==> config.mk <==
export PLATFORM = sky130hd
export DESIGN_NAME = spi_frame_rx
export DESIGN_NICKNAME = d
export VERILOG_FILES = /design/src/rtl/spi_rx_pkg.sv /design/src/rtl/spi_rx_hold.sv /design/src/rtl/spi_frame_rx.sv
export SDC_FILE = /design/constraint.sdc
export NUM_CORES = 1
export LEC_CHECK = 0
export BUFFER_PORTS_ARGS = -buffer_cell sky130_fd_sc_hd__buf_2
export CAP_MARGIN = 5
export CORE_ASPECT_RATIO = 0.75
export CORE_MARGIN = 5
export CORE_UTILIZATION = 40
export CTS_BUF_LIST = sky130_fd_sc_hd__clkbuf_4
export DETAILED_ROUTE_END_ITERATION = 7
export PLACE_DENSITY = 0.65
export SYNTH_ARGS = -nofsm -noshare
export SYNTH_HDL_FRONTEND = slang
export SYNTH_SLANG_ARGS = --single-unit
==> constraint.sdc <==
create_clock -name clk -period 1.9 [get_ports clk]
set_input_delay 0.19 -clock clk [delete_from_list [all_inputs] [get_ports clk]]
set_output_delay 0.19 -clock clk [all_outputs]
set_load 0.005 [all_outputs]
==> src/rtl/spi_rx_pkg.sv <==
// Shared definitions for the SPI frame receiver.
// Contents: receiver FSM state encoding, err_status bit indices, default
// frame geometry and write-target encoding.
package spi_rx_pkg;

    typedef enum logic [1:0] {
        StIdle    = 2'd0,
        StShift   = 2'd1,
        StWaitEnd = 2'd2,
        StDrain   = 2'd3
    } rx_state_e;

    // Default frame geometry: {data[7:0], addr[3:0]}, sent LSB-first.
    localparam int unsigned DATA_W_DEF = 8;
    localparam int unsigned ADDR_W_DEF = 4;
    localparam int unsigned FRAME_W    = DATA_W_DEF + ADDR_W_DEF;

    // err_status bit positions (sticky flags).
    localparam int unsigned ERR_SHORT    = 0;
    localparam int unsigned ERR_LONG     = 1;
    localparam int unsigned ERR_OVERRUN  = 2;
    localparam int unsigned ERR_CONFLICT = 3;
    localparam int unsigned ERR_W        = 4;

    // wr_target encoding.
    localparam logic TARGET_ICACHE = 1'b0;
    localparam logic TARGET_DCACHE = 1'b1;

endpackage

==> src/rtl/spi_rx_hold.sv <==
// Single-entry valid/ready holding register for received write requests.
// Ports:
//   clk, rst_n          clock, asynchronous active-low reset
//   commit              a validated frame is offered this cycle
//   commit_target/addr/data  fields of the offered frame
//   wr_ready            consumer accepts the held request this cycle
//   wr_valid/target/addr/data  held request, stable until accepted
//   overrun             offered frame dropped because the entry is full
module spi_rx_hold #(
    parameter int unsigned DATA_W = 8,
    parameter int unsigned ADDR_W = 4
) (
    input  logic              clk,
    input  logic              rst_n,
    input  logic              commit,
    input  logic              commit_target,
    input  logic [ADDR_W-1:0] commit_addr,
    input  logic [DATA_W-1:0] commit_data,
    input  logic              wr_ready,
    output logic              wr_valid,
    output logic              wr_target,
    output logic [ADDR_W-1:0] wr_addr,
    output logic [DATA_W-1:0] wr_data,
    output logic              overrun
);

    logic              valid_q;
    logic              target_q;
    logic [ADDR_W-1:0] addr_q;
    logic [DATA_W-1:0] data_q;

    // Entry stays occupied when not drained this cycle; a new frame then has nowhere to go.
    assign overrun = commit & valid_q & ~wr_ready;

    always_ff @(posedge clk or negedge rst_n) begin
        if (!rst_n) begin
            valid_q  <= 1'b0;
            target_q <= 1'b0;
            addr_q   <= '0;
            data_q   <= '0;
        end else if (commit && !overrun) begin
            // Covers both an empty entry and accept-plus-refill on the same edge.
            valid_q  <= 1'b1;
            target_q <= commit_target;
            addr_q   <= commit_addr;
            data_q   <= commit_data;
        end else if (valid_q && wr_ready) begin
            valid_q <= 1'b0;
        end
    end

    assign wr_valid  = valid_q;
    assign wr_target = target_q;
    assign wr_addr   = addr_q;
    assign wr_data   = data_q;

endmodule

==> src/rtl/spi_frame_rx.sv <==
// Slave-side SPI receive front end for the processor load path.
// Samples mosi on clk under csi_n (icache) or csd_n (dcache), deserialises
// LSB-first {data, addr} frames, validates framing and offers each good frame
// as a valid/ready write request.
// Ports:
//   clk, rst_n          processor clock, asynchronous active-low reset
//   csi_n, csd_n        instruction / data chip selects, active low
//   mosi                serial data, addr[0] first, data[MSB] last
//   proc_en             processor running: aborts and blocks reception
//   wr_valid/wr_ready   write request handshake
//   wr_target           0 = icache, 1 = dcache
//   wr_addr, wr_data    write request fields
//   busy                a frame is in progress or being drained
//   err_status          sticky {cs_conflict, overrun, long, short}
//   err_clr             clears err_status (new errors on the same edge win)
module spi_frame_rx
    import spi_rx_pkg::*;
#(
    parameter int unsigned DATA_W = 8,
    parameter int unsigned ADDR_W = 4
) (
    input  logic              clk,
    input  logic              rst_n,
    input  logic              csi_n,
    input  logic              csd_n,
    input  logic              mosi,
    input  logic              proc_en,
    output logic              wr_valid,
    input  logic              wr_ready,
    output logic              wr_target,
    output logic [ADDR_W-1:0] wr_addr,
    output logic [DATA_W-1:0] wr_data,
    output logic              busy,
    output logic [3:0]        err_status,
    input  logic              err_clr
);

    localparam int unsigned FRAME_BITS = DATA_W + ADDR_W;
    localparam int unsigned CNT_W      = $clog2(FRAME_BITS + 1);

    rx_state_e             state_q;
    logic [CNT_W-1:0]      bit_cnt_q;
    logic [FRAME_BITS-1:0] shift_q;
    logic                  target_q;
    logic [ERR_W-1:0]      err_q;
    logic [ERR_W-1:0]      err_set;

    logic sel_i, sel_d, one_sel, conflict, cs_lat, commit, overrun;

    assign sel_i    = ~csi_n;
    assign sel_d    = ~csd_n;
    assign one_sel  = sel_i ^ sel_d;
    assign conflict = sel_i & sel_d;
    // Chip select belonging to the frame in flight.
    assign cs_lat   = (target_q == TARGET_DCACHE) ? sel_d : sel_i;

    // Exactly FRAME_BITS bits seen and the select released cleanly.
    assign commit = (state_q == StWaitEnd) & ~proc_en & ~conflict & ~cs_lat;

    always_ff @(posedge clk or negedge rst_n) begin
        if (!rst_n) begin
            state_q   <= StIdle;
            bit_cnt_q <= '0;
            shift_q   <= '0;
            target_q  <= TARGET_ICACHE;
        end else if (proc_en) begin
            state_q   <= StIdle;
            bit_cnt_q <= '0;
        end else if (conflict && state_q != StDrain) begin
            state_q   <= StDrain;
            bit_cnt_q <= '0;
        end else begin
            case (state_q)
                StIdle: begin
                    if (one_sel) begin
                        shift_q   <= {mosi, shift_q[FRAME_BITS-1:1]};
                        bit_cnt_q <= CNT_W'(1);
                        target_q  <= sel_d ? TARGET_DCACHE : TARGET_ICACHE;
                        state_q   <= StShift;
                    end
                end
                StShift: begin
                    if (cs_lat) begin
                        shift_q   <= {mosi, shift_q[FRAME_BITS-1:1]};
                        bit_cnt_q <= bit_cnt_q + CNT_W'(1);
                        if (bit_cnt_q == CNT_W'(FRAME_BITS - 1)) begin
                            state_q <= StWaitEnd;
                        end
                    end else begin
                        // Short frame; if the other select is already low this was a
                        // CS switch, so wait for both to release.
                        bit_cnt_q <= '0;
                        state_q   <= (sel_i | sel_d) ? StDrain : StIdle;
                    end
                end
                StWaitEnd: begin
                    bit_cnt_q <= '0;
                    state_q   <= cs_lat ? StDrain : StIdle;
                end
                StDrain: begin
                    if (!sel_i && !sel_d) begin
                        state_q <= StIdle;
                    end
                end
                default: state_q <= StIdle;
            endcase
        end
    end

    // Error events detected this cycle, mirroring the transition priorities above.
    always_comb begin
        err_set = '0;
        if (!proc_en) begin
            if (conflict && state_q != StDrain) begin
                err_set[ERR_CONFLICT] = 1'b1;
            end else if (state_q == StShift && !cs_lat) begin
                err_set[ERR_SHORT] = 1'b1;
            end else if (state_q == StWaitEnd && cs_lat) begin
                err_set[ERR_LONG] = 1'b1;
            end
        end
        err_set[ERR_OVERRUN] = overrun;
    end

    always_ff @(posedge clk or negedge rst_n) begin
        if (!rst_n) begin
            err_q <= '0;
        end else begin
            err_q <= (err_clr ? '0 : err_q) | err_set;
        end
    end

    spi_rx_hold #(
        .DATA_W (DATA_W),
        .ADDR_W (ADDR_W)
    ) u_hold (
        .clk           (clk),
        .rst_n         (rst_n),
        .commit        (commit),
        .commit_target (target_q),
        .commit_addr   (shift_q[ADDR_W-1:0]),
        .commit_data   (shift_q[FRAME_BITS-1:ADDR_W]),
        .wr_ready      (wr_ready),
        .wr_valid      (wr_valid),
        .wr_target     (wr_target),
        .wr_addr       (wr_addr),
        .wr_data       (wr_data),
        .overrun       (overrun)
    );

    assign busy       = (state_q != StIdle);
    assign err_status = err_q;

endmodule

=== After elaboration in Yosys (flattened, before gate mapping) ===
Index checks and enable logic that the tools add are counted.

* Output and inout port bits: 19
* Flip-flop bits (word level): 37
* Input bits: 8
* Word-level logic and storage cells: 82

* Bitwise gates (word level): 16
* Reduce and logical (&&, ||, !) cells: 17
* Eq/ne operators: 10
* Multiplexer cells: 29
* Add/subtract/negate cells: 1

{| class="wikitable"
|+ Operators with widths
! operator !! count
|-
| 12-bit two-way mux || 2
|-
| 12-bit one-hot mux with 2 select lines || 1
|-
| 2-bit two-way mux || 10
|-
| 4-bit two-way mux || 5
|-
| 4-bit one-hot mux with 3 select lines || 1
|-
| 1-bit two-way mux || 9
|-
| 4-bit != test, second input constant || 2
|-
| 2-bit one-hot mux with 4 select lines || 1
|-
| 1-bit inverter || 7
|-
| 1-bit bitwise AND || 6
|-
| 1-bit logical AND || 6
|-
| 2-bit != test, second input constant || 3
|-
| 2-bit nonzero test || 3
|-
| 5-bit != test, second input constant || 1
|-
| 5-bit AND reduction || 1
|-
| 5-bit nonzero test || 1
|-
| 4-bit by 1-bit adder with 4-bit output, second input constant || 1
|-
| 2-bit == test, second input constant || 2
|-
| 4-bit == test, second input constant || 1
|-
| 4-bit OR || 1
|-
| 4-bit AND reduction || 1
|-
| 3-bit AND reduction || 1
|-
| 2-bit by 1-bit == test with 1-bit output, second input constant || 1
|-
| 1-bit zero test || 2
|-
| other kinds (4) || 4
|}

=== Logic depth before layout (Yosys ltp) ===
* Word-level depth: 10
* Gate-level depth with buffers: 7
* Mapped depth without buffers: 6

=== By module ===
From an unflattened synthesis, not the netlist that was laid out.

* Cell total of the unflattened synthesis: 137
* Area total of the unflattened synthesis: 1835.5 um^2

{| class="wikitable"
|+ Modules (own cells, without submodules)
! module !! cells each !! area an instance (um^2) !! seq. area each (um^2) !! times used
|-
| spi_frame_rx || 104 || 1244.9 || 575.6 || 1
|-
| spi_rx_hold || 33 || 590.6 || 350.3 || 1
|}

=== Worst setup path after synthesis ===
No wires, ideal clock.

* Kind: register -> register
* Start point: register state_q[1]
* End point: register shift_q[0]
* Cell stages (with the launch flop): 7
* Path buffers: 2
* Setup time: 0.125 ns
* Clock period less this slack: 1.648 ns
* Arrival: 1.523 ns
* Path slack: 0.252 ns
* Data required time: 1.775 ns
* Cells stage by stage: dfrtp_1 > inv_1 > ha_1 > clkbuf_2 > o2111a_4 > buf_12 > mux2_4

* Word-level cells in the longest chain between the ends: 4
* Elaborated cells between the ends (all ways): 10
* Classes of those cells: 4 x eq/ne; 1 x mux; 1 x bitwise; 4 x reduce/logical

{| class="wikitable"
|+ Ends and longest elaborated chain
! item !! line !! text
|-
| from (decl) || spi_frame_rx.sv:41 || <nowiki>rx_state_e state_q;</nowiki>
|-
| from (signal assigned) || spi_frame_rx.sv:62 || <nowiki>state_q <= StIdle;</nowiki>
|-
| from (signal assigned) || spi_frame_rx.sv:67 || <nowiki>state_q <= StIdle;</nowiki>
|-
| from (signal assigned) || spi_frame_rx.sv:70 || <nowiki>state_q <= StDrain;</nowiki>
|-
| branches (longest 4 deep; another with 5-bit AND reduction) || n/a ||
|-
| to (signal assigned) || spi_frame_rx.sv:76 || <nowiki>shift_q <= {mosi, shift_q[FRAME_BITS-1:1]};</nowiki>
|-
| to (signal assigned) || spi_frame_rx.sv:84 || <nowiki>shift_q <= {mosi, shift_q[FRAME_BITS-1:1]};</nowiki>
|-
| to (decl) || spi_frame_rx.sv:43 || <nowiki>logic [FRAME_BITS-1:0] shift_q;</nowiki>
|}

Parallel ways; which one is timed is not known.
A chain may end at the register's enable or synchronous reset.

=== Worst setup path in the final report ===
* Start point: register state_q[1]
* End point: register state_q[1]

* Word-level cells in the longest chain between the ends: 4
* Elaborated cells between the ends (all ways): 13
* Classes of those cells: 7 x eq/ne; 3 x mux; 3 x reduce/logical

{| class="wikitable"
|+ Ends and longest elaborated chain
! item !! line !! text
|-
| 2-bit == test, or another cell as far along || spi_frame_rx.sv:73 || <nowiki>case (state_q)</nowiki>
|-
| 2-bit one-hot mux with 4 select lines / 1-bit logical AND (equally long branches) || spi_frame_rx.sv:73, spi_frame_rx.sv:69 ||
|-
| 2-bit two-way mux, or another cell as far along || spi_frame_rx.sv:69 || <nowiki>end else if (conflict && state_q != StDrain) begin</nowiki>
|-
| 2-bit two-way mux / 3-bit AND reduction (equally long branches) || n/a ||
|}

Several ways; a longest one is shown, not always the timed one.

==> metrics.md <==
| Metric | Value |
|---|---|
| Slew headroom | `between 40 and 50%` |
| VDD IR max | `roughly 0.4 mV` |
| Slew Viols, Final | `0` |
| Count leader, synth | `dfrtp_1` |
| Worst-path clk slew | `~0.12 ns` |
| DRC errors left | `0` |
| Core area | `~4400 um^2` |
| Root Buffer | `clkbuf_4` |
| Setup CP Type | `reg -> reg` |
| Initial DRC Count | `42` |
| Row count | `21` |
| Nets | `between 150 and 200` |
| Die height | `68.0 um` |
| Antenna violations before repair | `0` |
| Synthesis Warnings | `0` |
| Final period util | `93.7%` |
| Detailed placement HPWL | `~2400 um` |
| Largest net degree at the start of global routing | `38` |
| Fin. Hold Viols | `0` |
| P&R area growth vs syn | `13.5%` |
| Post-CTS Resized | `0` |
| RSZ-0062 raised after global routing | `false` |
| Worst R2R Setup Slack | `around 0.12 ns` |
| Die ar. | `between 5000 and 6000 um^2` |
| Depth of the worst register-to-register path | `5` |
| Vias per cell | `~5.0` |
| Global-route wire length before repair | `5590 um` |
| Cell variety after synth | `30` |
| Crit Path Max Fanout | `8` |
| Mapped Nets | `roughly 160` |
| Synth area leaders | `dfrtp_1 52%, mux2_2 11%, mux2_4 9.2%` |
| Antenna-violating nets left | `0` |
| Top achievable clock speed | `about 0.56 GHz` |
| CTS tree | `done` |
| Hold crit path type | `in -> reg` |
| Max clock buf depth | `2` |
| CP endpoint kind | `flip-flop` |
| Req. time, crit path | `around 2.2 ns` |
| Most common library cells after synthesis | `37 x dfrtp_1, 17 x mux2_2, 11 x mux2_4` |
| H-tree Lvls | `2` |
| GPL Wtd Cong | `just over 0.8` |
| Worst Skew | `between 0.006 and 0.007 ns` |
| Period minus WS final | `roughly 1.8 ns` |
| WP buf/inv | `1` |
| Synth Register Bits | `37` |
| Arrival @ worst endpoint | `approximately 2.0 ns` |
| Worst Setup EP | `state_q[1]` |
| Sequential fraction of the synthesis area | `about 52%` |
| Vias after detailed routing | `1143` |
| CTS sink cnt | `37` |
| Chain of cells forming the critical path | `inv_1 > ha_1 > nand3_1 > a31oi_1 > mux2_2` |
| Clock buffer count from CTS | `5` |
| PD cells | `around 1200 nW/um^2` |
| Hold Crit Depth | `2` |
| Cell taking the most area after synthesis | `dfrtp_1` |
| Final worst slack | `between 0.1 and 0.15 ns` |
| DR pass1 iterations | `4` |
| Gate Count Post-Synth | `140` |
| Ys flop type | `dfrtp_1` |
| Grt ovf | `0` |
| Initial cell density of the core | `between 40% and 50%` |
| DP Cell Count | `about 220` |
| # IOs | `27` |
| Status | `finished clean` |
| Drt wl/cell | `14.3 um` |
| Top Family by Delay on Critical Path | `flip-flops` |
| Pwr Total | `2.54 mW` |
| Share of layout cells above drive strength 1 | `between 30% and 40%` |
| # port buffers | `26` |
| N_diodes | `0` |
| Async set or reset register ratio after synthesis | `100%` |
| Worst-margin pin slew | `0.799 ns` |
| GRT Total Usage | `between 10% and 20%` |
| Slowest CP cell | `dfrtp_1` |
| RR Startpoint | `state_q[1]` |
| Post-synth EDFFs | `0` |
| Synthesized cell area | `about 1800 um^2` |
| Die width | `just under 90 um` |
| Max-cap violations | `0` |
| Total negative slack | `0 ns` |
| CP startpoint | `state_q[1]` |
| Worst setup SP type | `flip-flop` |
| Syn Area/Cell | `12.8 um^2` |
| Crit-path max cell delay | `roughly 0.43 ns` |
| Worst path depth | `5` |
| Setup violators final | `0` |
| Number of global-route vias before repair | `~1200` |
| Reg2reg end | `state_q[1]` |
| Top cell type's share of synthesized area | `51.6%` |
| Pleak | `1.03 nW` |
| Routed wire length | `roughly 3300 um` |
| Non-filler cells, final | `230` |
| Dpl ws | `0.123 ns` |
| Clk_lat worst skew | `~0.35 ns` |
[report_power, final]
group          total [mW]  leakage (nW)  switching, mW  internal (mW)
clock network       0.416        0.0310          0.276          0.139
registers            1.21         0.489          0.174           1.03
logic               0.920         0.507          0.408          0.511
[cell type report]
cell class                      count  area (um^2)
Fill cell                         399         2350
Timing Repair Buffer               29          155
Clock buffer                        5         37.5
Sequential cell                    37          926
Tap cell                           57         71.3
Multi-Input combinational cell     89          790
Clock inverter                      3         17.5
Inverter                           10         37.5
[per-stage QoR]
step / hold WS, ns / cell area [um^2] / util (%)
final: 0.0664 / 2030 / 46.4
after global routing: 0.0743 / 2030 / 46.4
after CTS: 0.0630 / 2030 / 46.4
after detailed placement: 0.327 / 1970 / 44.9
after global placement: 0.317 / 1970 / 44.9
after floorplan: -0.106 / 1790 / -
[worst min-delay path by stage]
| stage | startpoint | endpoint | slack, ns |
|---|---|---|---|
| 6_report | csd_n | target_q | 0.07 |
| 5_1_grt | err_clr | err_status[0] | 0.07 |
| 4_1_cts | proc_en | err_status[3] | 0.06 |
| 3_5_place_dp | rst_n | u_hold.wr_addr[2] | 0.33 |
| 3_3_place_gp | rst_n | u_hold.wr_addr[2] | 0.32 |
| 2_1_floorplan | rst_n | bit_cnt_q[0] | -0.11 |
[cell families after synthesis]
family	Yosys count	synth area share, %
and+or+nand+nor	33	11.0
muxes	29	20.4
DFF	37	51.6
AOI/OAI and AO/OA	19	7.05
adders and majority gates	8	5.58
buffers and inverters	14	4.33
[worst register-to-register path, delay by kind of cell, from the launching register on]
family / cells / cell delay [ns]
muxes: 1 / 0.37
and+or+nand+nor: 1 / 0.14
AOI/OAI and AO/OA: 1 / 0.27
DFF: 1 / 0.43
buffers and inverters: 1 / 0.11
adders and majority gates: 1 / 0.36
[sequential cells by signal, summed over array words and instances, names as in the netlist]
name and flops:
bit_cnt_q 4, err_status 4, shift_q 12, state_q 2
target_q 1, u_hold.wr_addr 4, u_hold.wr_data 8, u_hold.wr_target 1
u_hold.wr_valid 1
[placed cells by master (no fill, tap or decap), drive strengths merged]
cell,netlist,layout
o22ai,4,4
nor2,8,8
nor2b,1,1
dlygate4sd3,0,1
clkbuf,2,5
a211oi,1,1
buf,2,28
or3b,1,1
nand3,5,5
nand2,6,6
nand4,1,1
o2111a,1,1
a21oi,4,4
nor3b,1,1
nand3b,3,3
inv,10,10
nand2b,5,5
mux2,28,28
nor3,1,1
clkinvlp,0,1
clkinv,0,2
a31oi,3,3
a21boi,1,1
o31ai,1,1
mux2i,1,1
dfrtp,37,37
o21ai,4,4
ha,8,8
nand4b,1,1
[timing repair]
item	CTS	global route
hold endpoints to repair	37	0
hold buffers	1	0
buffers inserted	0	0
[metal layers]
metal	global-route usage (%)	routed length, um	up-vias
li1	-	-	556
met1	15.7	1470	555
met2	19.2	1570	25
met3	3.97	194	7
met4	5.56	52	0
met5	0	0	-
(Power assumes the default switching activity.)
